File: src/rtl/sram_like_arbiter.sv
// Two-master (instruction/data) arbiter onto one SRAM-like port, one transaction outstanding.
// Define ARB_RR_EN for round-robin tie breaking; otherwise the data side has fixed priority.
module sram_like_arbiter (
  input  logic        clk,
  input  logic        reset,
  input  logic        inst_req,
  input  logic [70:0] inst_cmd,
  output logic        inst_addr_ok,
  output logic        inst_data_ok,
  output logic [31:0] inst_rdata,
  input  logic        data_req,
  input  logic [70:0] data_cmd,
  output logic        data_addr_ok,
  output logic        data_data_ok,
  output logic [31:0] data_rdata,
  output logic        sram_req,
  output logic [70:0] sram_cmd,
  input  logic        sram_addr_ok,
  input  logic        sram_data_ok,
  input  logic [31:0] sram_rdata
);

  localparam int unsigned CMD_W = 71;

  typedef enum logic [1:0] {
    IDLE = 2'd0,
    REQ  = 2'd1,
    RESP = 2'd2
  } state_t;

  state_t             state;
  logic               owner_data;
  logic [CMD_W-1:0]   cmd_q;
  logic               grant_data_c;

`ifdef ARB_RR_EN
  logic               last_data;

  // On a tie, the side that was not granted last wins.
  assign grant_data_c = data_req && (!inst_req || !last_data);
`else
  assign grant_data_c = data_req;
`endif

  // Arbitration state, owner and latched command.
  always_ff @(posedge clk) begin
    if (reset) begin
      state      <= IDLE;
      owner_data <= 1'b1;
      cmd_q      <= '0;
`ifdef ARB_RR_EN
      last_data  <= 1'b0;
`endif
    end else begin
      case (state)
        IDLE: begin
          if (inst_req || data_req) begin
            owner_data <= grant_data_c;
            cmd_q      <= grant_data_c ? data_cmd : inst_cmd;
            state      <= REQ;
          end
        end
        REQ: begin
          if (sram_addr_ok) begin
            state     <= RESP;
`ifdef ARB_RR_EN
            last_data <= owner_data;
`endif
          end
        end
        RESP: begin
          if (sram_data_ok) begin
            state <= IDLE;
          end
        end
        default: state <= IDLE;
      endcase
    end
  end

  // Handshakes pass straight through to the current owner only.
  assign sram_req     = (state == REQ);
  assign sram_cmd     = cmd_q;
  assign inst_addr_ok = (state == REQ)  && !owner_data && sram_addr_ok;
  assign data_addr_ok = (state == REQ)  &&  owner_data && sram_addr_ok;
  assign inst_data_ok = (state == RESP) && !owner_data && sram_data_ok;
  assign data_data_ok = (state == RESP) &&  owner_data && sram_data_ok;
  assign inst_rdata   = sram_rdata;
  assign data_rdata   = sram_rdata;

endmodule

File: config.mk
export PLATFORM = sky130hd
export DESIGN_NAME = sram_like_arbiter
export DESIGN_NICKNAME = d
export VERILOG_FILES = /design/src/rtl/sram_like_arbiter.sv
export SDC_FILE = /design/constraint.sdc
export NUM_CORES = 1
export LEC_CHECK = 0
export ABC_AREA = 0
export BUFFER_PORTS_ARGS = -buffer_cell sky130_fd_sc_hd__buf_2
export CORE_AREA = 2 2 124 126
export DETAILED_ROUTE_END_ITERATION = 8
export DIE_AREA = 0 0 126 128
export GPL_TIMING_DRIVEN = 0
export MAX_ROUTING_LAYER = met4
export PLACE_DENSITY = 0.66
export SLEW_MARGIN = 20
export SYNTH_ARGS = -nofsm -noshare
export SYNTH_HDL_FRONTEND = slang
export SYNTH_SLANG_ARGS = --single-unit
File: constraint.sdc
create_clock -name clk -period 2.6 [get_ports clk]
set_input_delay 0.52 -clock clk [delete_from_list [all_inputs] [get_ports clk]]
set_output_delay 0.52 -clock clk [all_outputs]
set_load 0.005 [all_outputs]
== After elaboration in Yosys (flattened, before gate mapping) ==
Index checks and enable logic that the tools add are counted.

* Output and inout bits: 140
* Logic and storage cells: 26
* Flip-flop bits (word level): 74
* Input port bits: 180

* Reductions and logical operators: 13
* Equality and inequality tests: 5
* Muxes and demuxes: 5

{| class="wikitable"
|+ Operators by type and width
! operator !! number
|-
| 2-to-1 mux 71 bit || 1
|-
| logical AND 1 bit || 8
|-
| 2-to-1 mux 2 bit || 3
|-
| one-hot mux 2 bit (3 select lines) || 1
|-
| inequality test 2 bit (second input constant) || 2
|-
| AND reduction 3 bit || 1
|-
| == test 2 x 1 -> 1 bit (second input constant) || 1
|-
| == test 2 bit (second input constant) || 1
|-
| zero test 2 bit || 1
|-
| inequality test 2 x 1 -> 1 bit (second input constant) || 1
|-
| AND reduction 2 bit || 1
|-
| zero test 1 bit || 1
|-
| logical OR 1 bit || 1
|}

== Longest topological paths before layout ==
* Word-level depth: 3
* Depth in mapped cells: 7
* Mapped depth without buffers: 3

== Worst setup path before layout ==
Ideal clock, no wire load.

* Path type: input-to-reg
* Start point: input data_req
* End point: register cmd_q[54], in the netlist sram_cmd[54]
* Data arrival time: 1.563 ns
* Library setup time: 0.081 ns
* Stages: 7
* Setup slack: 0.956 ns
* Required time: 2.519 ns
* Cell sequence: buf_6 > or2_1 > buf_6 > and2_4 > buf_6 > buf_6 > a211oi_2

* Cells in the longest elaborated chain, start to end: 2
* Elaborated cells on any way between the ends: 3

{| class="wikitable"
|+ Ends and longest elaborated chain
! what !! line !! source
|-
| start: declaration || 11 || <nowiki>input logic data_req,</nowiki>
|-
| logical OR 1 bit || 57 || <nowiki>if (inst_req || data_req) begin</nowiki>
|-
| AND reduction 2 bit (no line) || - ||
|-
| end signal: assignment || 59 || <nowiki>cmd_q <= grant_data_c ? data_cmd : inst_cmd;</nowiki>
|-
| end: declaration || 33 || <nowiki>logic [CMD_W-1:0] cmd_q;</nowiki>
|}

Parallel ways exist; a longest one is shown, timed or not.
A chain may end at the register's enable or synchronous reset.

== Final worst setup path ==
* Start point: register state[0]
* End point: output inst_addr_ok

* Cells in the longest elaborated chain, start to end: 3

{| class="wikitable"
|+ Ends and longest elaborated chain
! what !! line !! source
|-
| start: declaration || 31 || <nowiki>state_t state;</nowiki>
|-
| start signal: assignment || 48 || <nowiki>state <= IDLE;</nowiki>
|-
| start signal: assignment || 60 || <nowiki>state <= REQ;</nowiki>
|-
| start signal: assignment || 65 || <nowiki>state <= RESP;</nowiki>
|-
| == test 2 x 1 -> 1 bit || 84 || <nowiki>assign inst_addr_ok = (state == REQ) && !owner_data && sram_addr_ok;</nowiki>
|-
| logical AND 1 bit (2 in a row) || 84 ||
|-
| end: declaration || 8 || <nowiki>output logic inst_addr_ok,</nowiki>
|}

No other way between the ends.

==> flow_summary.yaml <==
power_and_ir_drop:
  p_leak_nw: 3.09
  power_density_mw_per_mm2: 594
  ir_drop_mv: 0.344
synthesis:
  synth_seq_area_share: 0.350
  avgSynthCellArea_um2: 10.4
  syn_nets: 589
  synth_adder_area_share: 0
  synth_top_family_by_area: "compound AO/OA/AOI/OAI gates"
  yosys_warnings: 0
  ys_ff_latch: 74
  synth_cell_type_count: 18
  synth.mux.area_fraction: 0.168
  synth_cells: 409
  synth_simple_gate_area_share: 0.0186
  synth_compound_area_frac: 0.297
  syn-cell-area_mm2: 0.00424
  synth-xor-area-share: 0
die:
  initial_utilization: 0.285
  dieHeight_um: 128
  placement_rows: 45
  ioPinCount: 320
  core_area_mm2: 0.0149
  die_area_mm2: 0.0161
  dieWidth_um: 126
drt:
  drc: 0
  wirelength_um: 13000
  viasPerCell: 4.57
  ant_nets: 0
  drt_iter0_drc: 141
  wl_per_cell_um: 14.5
  first_pass_iters: 4
  vias: 4104
global_route:
  track_usage: 0.160
  grt_pass1_wl_um: 19700
  antenna_found_initial: 1
  grt_start_max_net_pins: 13
  grt_remaining_overflow: 0
  first_global_vias: 3834
clock_network:
  cts_tree: "done"
  postCtsSetupBuffers: 0
  cts_root_buf: "clkbuf_16"
  path_clk_slew_ps: 50
  clock_path_buffers: 2
  insertion_delay_ps: 340
  cts-hold-fix-buffers: 0
  clock_sink_count: 74
  htreeDepth: 3
  cts_buffers: 9
  ctsResizeCount: 0
worst_setup_path:
  required_ps: 2080
  critPathCaptureType: "primary output"
  cp-start-kind: "flip-flop"
  crit_arrival_ps: 1250
  crit_fanout: 4
  reg2reg_slack_ps: 910
  critPathKind: "flip-flop to primary output"
sta:
  fmax_mhz: 564
  worst_slew_pin_slew_ps: 786
  slew_viol_final: 0
  hold_violations: 0
  fin_crit_ps: 1770
  rsz0062_at_grt: "no"
  relSlewSlack: 0.476
  timing.setup.tns_ps: 0
  finalSetupViolations: 0
  finClkSkew_ps: 7.40
  fin_crit_sh: 0.682
finish:
  syn2layout_area_growth_pct: 46.8
  drive_above_1_share: 0.628
  mostFrequentLayoutCells: "286 x buf_2, 74 x dfxtp_1, 73 x a21oi_1, 71 x mux2i_1, 70 x a211oi_2"
  nets: 885
  stdcell_count: 899
  layout_commonest_cell: "buf_2"
hold_path:
  hold_path_class: "input port to flip-flop"
placement:
  hpwl_um: 10200
  io_buffers: 285
  gp_congestion: 0.718
  placed_cells: 882
outcome:
  status: "complete, no violations"
job:
  cap_viol_max_count: 0
-- stage by stage --
stage | setup WS (ps) | total power [mW] | util | hold slack [ps] | area (µm²)
finish | 827 | 3.69 | 0.419 | 478 | 6220
global route | 687 | 3.91 | 0.419 | 483 | 6220
CTS | 813 | 3.75 | 0.418 | 458 | 6220
detailed placement | 682 | 2.39 | 0.397 | 513 | 5900
global placement | 699 | 2.37 | 0.397 | 505 | 5900
floorplan | 956 | 1.98 | - | 506 | 4240
-- per-layer routing --
layer,share of wire,GRT usage,vias up
li1,-,-,2032
met1,0.40,0.182,1875
met2,0.51,0.274,183
met3,0.073,0.0388,14
met4,0.016,0.0556,0
met5,0,-,-
-- registers in the layout, indices dropped and copies added (netlist names) --
register / count
owner_data: 1
state: 2
sram_cmd: 71
-- power by group --
part | total [mW] | switching [mW] | internal [mW]
logic | 1.01 | 0.500 | 0.513
clock network | 1.34 | 0.480 | 0.863
registers | 1.34 | 0.0650 | 1.27
-- critical path, cell delays in order, from the launching register on --
cell and delay (ps):
dfxtp_1 340, nor2b_1 250, nand2_1 120, nor2_1 90
buf_2 120
-- cell usage after synthesis, drive strengths merged --
library cell  instances  share of area
a221o                 1         0.0024
dfxtp                74           0.35
buf                  77           0.14
nor2                  3         0.0027
nor2b                 2         0.0030
and2                  1         0.0021
a21oi                73          0.086
a211oi               71           0.21
mux2i                71           0.17
and3                  2         0.0030
or2                   1         0.0015
nand2b                2         0.0030
nand2                 4         0.0035
clkbuf               27          0.024
-- layout make-up --
class	count	area, µm²
Antenna cell	1	2.50
Sequential cell	74	1480
Clock inverter	5	77.6
Clock buffer	11	243
Fill cell	1581	8640
Buffer	104	707
Tap cell	188	235
Timing Repair Buffer	285	1430
Multi-Input combinational cell	231	2050
-- kinds of logic (layout without fill, tap and decap cells) --
family	count (synthesis)	in the layout
multiplexers	71	71
buffers and inverters	104	405
flip-flops	74	74
other	0	1
AO/OA/AOI/OAI	145	145
AND/OR/NAND/NOR	15	15
-- worst paths after layout --
path                  end  cells after the start          from
max          inst_addr_ok                      4      state[0]
min              state[0]                      3  sram_addr_ok
max reg2reg  sram_cmd[66]                      5      state[1]
min reg2reg  sram_cmd[51]                      2  sram_cmd[51]
Power figures use the tool's default switching activity.
